**config.mk**
```make
export PLATFORM = sky130hd
export DESIGN_NAME = hazard_ctrl_dual
export DESIGN_NICKNAME = d
export VERILOG_FILES = /design/src/rtl/hazard_ctrl_dual.sv
export SDC_FILE = /design/constraint.sdc
export NUM_CORES = 1
export LEC_CHECK = 0
export CAP_MARGIN = 25
export CORE_UTILIZATION = 44
export DETAILED_ROUTE_END_ITERATION = 10
export PLACE_DENSITY = 0.88
export RECOVER_POWER = 25
export SYNTH_ARGS = -nofsm -noshare
export SYNTH_HDL_FRONTEND = slang
export SYNTH_SLANG_ARGS = --single-unit
```
**constraint.sdc**
```tcl
create_clock -name clk -period 3.1 [get_ports clk]
set_clock_uncertainty 0.2 [all_clocks]
set_input_delay 0.62 -clock clk [delete_from_list [all_inputs] [get_ports clk]]
set_output_delay 0.62 -clock clk [all_outputs]
set_load 0.05 [all_outputs]
```
**src/rtl/hazard_ctrl_dual.sv**
```systemverilog
// -----------------------------------------------------------------------------
// hazard_ctrl_dual
// Hazard and stall controller for the dual-issue MIPS pipeline. It generates
// every F/D/E/M/W register enable and flush from these sources:
//   - load-use hazards: any valid decode lane reads a register that a load in
//     E or M is about to write
//   - intra-bundle RAW: the slave lane reads the master lane's destination
//     (reported on D_slave_hold only; it never stalls the pipe)
//   - multi-cycle divide: an internal RUN/DIV state machine holds the back end
//   - instruction- and data-cache misses
//   - exceptions in M: deferred while the data cache is stalled
// It also keeps a saturating count of cycles in which fetch was frozen.
//
// Ports:
//   clk, rst                  clock, synchronous active-high reset
//   D_valid, D_rs, D_rt       decode lane valid and source registers (packed
//                             per lane, lane i at [i*REG_AW +: REG_AW])
//   D_master_regwrite/waddr   destination of the master decode instruction
//   E_/M_memtoReg, E_/M_waddr load flag and destination per lane in E and M
//   E_branch_taken            branch resolved taken in E
//   E_div_start               divide present in E (level, held while stalled)
//   i_stall, d_stall          cache miss stalls
//   M_except                  exception detected in M
//   X_ena, X_flush            pipeline register enables / synchronous clears.
//                             The pipeline registers give a flush priority
//                             over the enable of the same register.
//   D_slave_hold              slave lane must not issue this cycle
//   div_ready                 one-cycle pulse when the divide result is valid
//   stall_cnt                 saturating count of cycles with F_ena == 0
// -----------------------------------------------------------------------------
module hazard_ctrl_dual #(
   parameter int ISSUE_W    = 2,
   parameter int REG_AW     = 5,
   parameter int DIV_CYCLES = 34,
   parameter int CNT_W      = 32
) (
   input  logic                      clk,
   input  logic                      rst,
   input  logic [ISSUE_W-1:0]        D_valid,
   input  logic [ISSUE_W*REG_AW-1:0] D_rs,
   input  logic [ISSUE_W*REG_AW-1:0] D_rt,
   input  logic                      D_master_regwrite,
   input  logic [REG_AW-1:0]         D_master_waddr,
   input  logic [ISSUE_W-1:0]        E_memtoReg,
   input  logic [ISSUE_W*REG_AW-1:0] E_waddr,
   input  logic [ISSUE_W-1:0]        M_memtoReg,
   input  logic [ISSUE_W*REG_AW-1:0] M_waddr,
   input  logic                      E_branch_taken,
   input  logic                      E_div_start,
   input  logic                      i_stall,
   input  logic                      d_stall,
   input  logic                      M_except,
   output logic                      F_ena,
   output logic                      D_ena,
   output logic                      E_ena,
   output logic                      M_ena,
   output logic                      W_ena,
   output logic                      F_flush,
   output logic                      D_flush,
   output logic                      E_flush,
   output logic                      M_flush,
   output logic                      W_flush,
   output logic                      D_slave_hold,
   output logic                      div_ready,
   output logic [CNT_W-1:0]          stall_cnt
);

   localparam int CW = $clog2(DIV_CYCLES + 1);
   localparam logic [CW-1:0] DIV_LAST = CW'(DIV_CYCLES);

   typedef enum logic {RUN = 1'b0, DIV = 1'b1} div_state_t;

   div_state_t        state_q, state_d;
   logic [CW-1:0]     cnt_q, cnt_d;
   logic              except_pend_q;
   logic              lwstall, div_stall, back_stall;
   logic              except_fire, branch_flush, div_ready_c;
   logic [REG_AW-1:0] slave_rs, slave_rt;

   // Load-use: every valid decode lane against every load lane in E and M.
   // Register 0 is hard-wired zero, so a load targeting it never matches.
   always_comb begin
      lwstall = 1'b0;
      for (int i = 0; i < ISSUE_W; i++) begin
         for (int j = 0; j < ISSUE_W; j++) begin
            if (D_valid[i] && E_memtoReg[j] && (E_waddr[j*REG_AW +: REG_AW] != '0) &&
                ((D_rs[i*REG_AW +: REG_AW] == E_waddr[j*REG_AW +: REG_AW]) ||
                 (D_rt[i*REG_AW +: REG_AW] == E_waddr[j*REG_AW +: REG_AW])))
               lwstall = 1'b1;
            if (D_valid[i] && M_memtoReg[j] && (M_waddr[j*REG_AW +: REG_AW] != '0) &&
                ((D_rs[i*REG_AW +: REG_AW] == M_waddr[j*REG_AW +: REG_AW]) ||
                 (D_rt[i*REG_AW +: REG_AW] == M_waddr[j*REG_AW +: REG_AW])))
               lwstall = 1'b1;
         end
      end
   end

   // Slave depends on the master in the same bundle: slave is held back, the
   // master still issues, so nothing else in the pipe is affected.
   assign slave_rs     = D_rs[REG_AW +: REG_AW];
   assign slave_rt     = D_rt[REG_AW +: REG_AW];
   assign D_slave_hold = D_valid[1] & D_master_regwrite & (D_master_waddr != '0) &
                         ((slave_rs == D_master_waddr) | (slave_rt == D_master_waddr));

   // An exception that arrives while the data cache is stalled waits until the
   // stall drops, so the flush is not lost behind frozen registers.
   assign except_fire  = (M_except | except_pend_q) & ~d_stall;

   // Divider FSM. The cycle that enters DIV already stalls (cnt becomes 1), so
   // the back end is held for exactly DIV_CYCLES cycles; the release cycle
   // ignores E_div_start, which is still high for the same divide.
   always_comb begin
      state_d     = state_q;
      cnt_d       = cnt_q;
      div_stall   = 1'b0;
      div_ready_c = 1'b0;
      case (state_q)
         RUN: begin
            if (E_div_start) begin
               div_stall = 1'b1;
               state_d   = DIV;
               cnt_d     = CW'(1);
            end
         end
         DIV: begin
            if (cnt_q < DIV_LAST) begin
               div_stall = 1'b1;
               cnt_d     = cnt_q + CW'(1);
            end else begin
               div_ready_c = 1'b1;
               state_d     = RUN;
               cnt_d       = '0;
            end
         end
         default: state_d = RUN;
      endcase
      // An exception kills the divide in flight; its result is never reported.
      if (except_fire) begin
         state_d     = RUN;
         cnt_d       = '0;
         div_ready_c = 1'b0;
      end
   end

   always_ff @(posedge clk) begin
      if (rst) begin
         state_q       <= RUN;
         cnt_q         <= '0;
         except_pend_q <= 1'b0;
         stall_cnt     <= '0;
      end else begin
         state_q <= state_d;
         cnt_q   <= cnt_d;
         if (except_fire)
            except_pend_q <= 1'b0;
         else if (M_except && d_stall)
            except_pend_q <= 1'b1;
         if (!F_ena && (stall_cnt != {CNT_W{1'b1}}))
            stall_cnt <= stall_cnt + CNT_W'(1);
      end
   end

   assign back_stall   = d_stall | div_stall;
   assign branch_flush = E_branch_taken & ~back_stall & ~except_fire;

   assign E_ena = ~back_stall;
   assign M_ena = ~back_stall;
   assign W_ena = ~back_stall;
   assign D_ena = ~(back_stall | lwstall);
   assign F_ena = ~(back_stall | lwstall | i_stall);

   // Fetch miss with decode free to advance: push a bubble into D.
   // Load-use with the back end moving: push a bubble into E.
   assign F_flush = 1'b0;
   assign W_flush = 1'b0;
   assign D_flush = except_fire | branch_flush | (i_stall & ~lwstall & ~back_stall);
   assign E_flush = except_fire | branch_flush | (lwstall & ~back_stall);
   assign M_flush = except_fire;

   assign div_ready = div_ready_c;

endmodule

```
==> flow_summary.toml <==
[outcome]
status = "finished with violations"
violations = "negative setup slack"

[finish]
layout-drive-gt1-share_pct = 29.69
nets = 636
area_growth_pct = 50.14
post-route-util_pct = 69.25
n_antenna_cell = 0

[sta]
finalHoldViolations = 0
worst_slew_pin_slew_ns = 1.143
slew_viol_final = 0
fin_crit_sh_pct = 110.1
holdWs_ns = 0.3063
rsz0062_at_grt = "true"
slew-limit-headroom_pct = 23.81
finalCriticalPeriod_ns = 3.414
setup_violations = 34
setup_ws_ns = -0.3141
fmax_mhz = 292.9

[critical_path]
cp_max_fo = 4
r2r-start = "stall_cnt[24]"
path_cells = "clkdlybuf4s15_1 -> or4_4 -> o211ai_1 -> o22ai_2 -> nor4_4 -> nor3b_4 -> buf_12 -> buf_12"
arrival_ns = 2.59
r2r-end = "stall_cnt[21]"
crit_required_ns = 2.28
path_class = "in -> out"
startpoint_type = "input pin"
crit_family = "simple AND/OR/NAND/NOR gates"
r2r_cells = 8
cp_num_buf_inv = 3
crit_path_end_kind = "primary output"
cp_common_cell = "buf_12"
slowest_delay_ns = 0.44
startpoint = "E_waddr[8]"
r2r_slack_ns = 0.08
worst_path_max_delay_cell = "or4_4"

[die]
die_w_um = 92.47
start_util_pct = 46.12
die-area_sq_um = 8550
rows = 32
core_sq_um = 7807
io-pin-count = 103
die_h_um = 92.47

[grt]
grt-ovfl-total = 0
grt_pass1_vias = 3720
grt_util_all_layers_pct = 24.31
grt_first_pass_wirelength_mm = 16.92
grt_antenna_before_repair = 0
grt_max_degree = 60

[hold_path]
min_from = "cnt_q[5]"
holdPathStages = 1
hp-class = "reg -> reg"
min_to = "cnt_q[5]"

[routing]
vias = 3847
vias_per_cell = 5.674
drc_errors = 0
wl_per_cell_um = 16.80
drtPass1Iterations = 4
detail-route-antenna-nets = 0
routed_wirelength_mm = 11.39
drtIter0Drc = 194

[clock_network]
cts_buffer_depth = 2
cts_inserted_buffers = 5
htreeDepth = 2
clockRootBuffer = "clkbuf_8"
insertion_delay_ns = 0.30
clk_pin_slew_worst_paths_ns = 0.08
cts_hold_repair.buffers = 0
cts_sinks = 40
cts_tree = "built"

[power_and_ir_drop]
powerDensity_nw_per_um2 = 258.6
power_leakage_uw = 0.002179
finalPower_uw = 1398
vdd_drop_max_mv = 0.1845

[synthesis]
syn_area_per_cell_sq_um = 7.777
ys_seq_elements = 40
yosysMostFrequentCell = "xor2_1"
synthCells = 463
yosysTopAreaCellShare_pct = 22.24
yosysTopAreaCell = "dfxtp_1"
yosys-top-cells-area = "dfxtp_1, xor2_1, mux2_1"
yosysUniqueCellTypes = 48
yosys-top-cells-count = "xor2_1, nor2_1, dfxtp_1"
ys.flop_type = "dfxtp_1"
synth_edf_count = 0
synth-seq-area-share_pct = 22.24
yosysWarningCount = 0
async_flop_share_pct = 0
syn_area_sq_um = 3601

[placement]
hpwl_mm = 7.946
io_buffers = 100
dp_slack_ns = -0.6371
gp_congestion = 0.8655

[job]
cap_violations = 0
## placed cells by master (no fill, tap or decap), types with 4 or more instances in the layout
cell type         n
clkdlybuf4s15_2   8
o211ai_1          9
nor2b_1          24
clkdlybuf4s15_1   5
nor3_2           10
or2_2             4
clkdlybuf4s50_1  46
buf_6            12
mux2_1           11
clkbuf_8          6
nand2_1          17
nor3_4            9
o22ai_2           4
inv_1             4
a22oi_1           8
nor2_1           59
buf_4            40
nand3_1          14
nor4_4            4
xnor2_1           4
nor3_1           17
or4_4             4
buf_12           13
buf_2             8
dfxtp_1          40
a21oi_1           8
mux2_4           14
and3_1            8
clkbuf_2         16
xor2_1           86
nand4_1           7
## what timing repair did
item                       4_1_cts  5_1_grt
setup endpoints to repair       36       36
cloned                           1        0
buffers inserted                 1        7
pin swaps                       24       27
resized for setup              110       95
## flip-flops by register name, indices dropped and copies added, names as in the netlist
name	cells
except_pend_q	1
cnt_q	6
stall_cnt	32
state_q	1
## power by group
part | leakage (uW) | switching, uW | internal, uW
registers | 0.000323 | 9.01 | 521
logic | 0.00181 | 264 | 232
clock network | 0.0000445 | 191 | 181
## through the flow
stage               cell area (sq um)  setup TNS (ns)  cells
floorplan                        3660         -0.2514    464
global placement                 4971          -16.23    662
finish                           5406          -5.172    678
detailed placement               4971          -19.01    662
global route                     5406          -6.870    678
CTS                              5141          -1.443    672
## per-layer routing
layer | vias to the layer above | track usage (%) | wire (um)
li1 | 1799 | - | -
met1 | 1843 | 28.63 | 4406
met2 | 178 | 44.07 | 6013
met3 | 27 | 4.023 | 731
met4 | 0 | 8.464 | 237
met5 | - | 0 | 0
## worst register-to-register path, stage by stage (launching register included)
cell	delay, ns
dfxtp_1	0.41
and3_1	0.23
and3_1	0.19
and2_1	0.17
and3_1	0.35
and3_1	0.53
buf_4	0.43
nor3_2	0.10
mux2_1	0.32
## area by class of cell
cell class,count,area [sq um]
multi-input combinational,370,2890
tap,102,127.6
sequential,40,800.8
clock inverter,1,7.507
fill,552,2401
timing repair buffer,154,1479
inverter,4,15.01
clock buffer,7,86.33
## how the worst max path moves through the flow
stage	end	slack, ns	cells past startpoint
finish	F_ena	-0.31	8
global route	F_ena	-0.36	8
CTS	F_ena	-0.26	9
detailed placement	F_ena	-0.64	9
global placement	F_ena	-0.58	9
floorplan	F_ena	-0.16	7
## cell families after synthesis
kind of cell	after synthesis	share of synthesized area (%)
simple gates	201	30.54
xor+xnor	90	21.89
buf+inv	54	7.366
compound gates	50	9.347
flops	40	22.24
mux	25	7.818
fa+ha+maj	2	0.6948
other cells	1	0.1041
(Power assumes the default switching activity.)
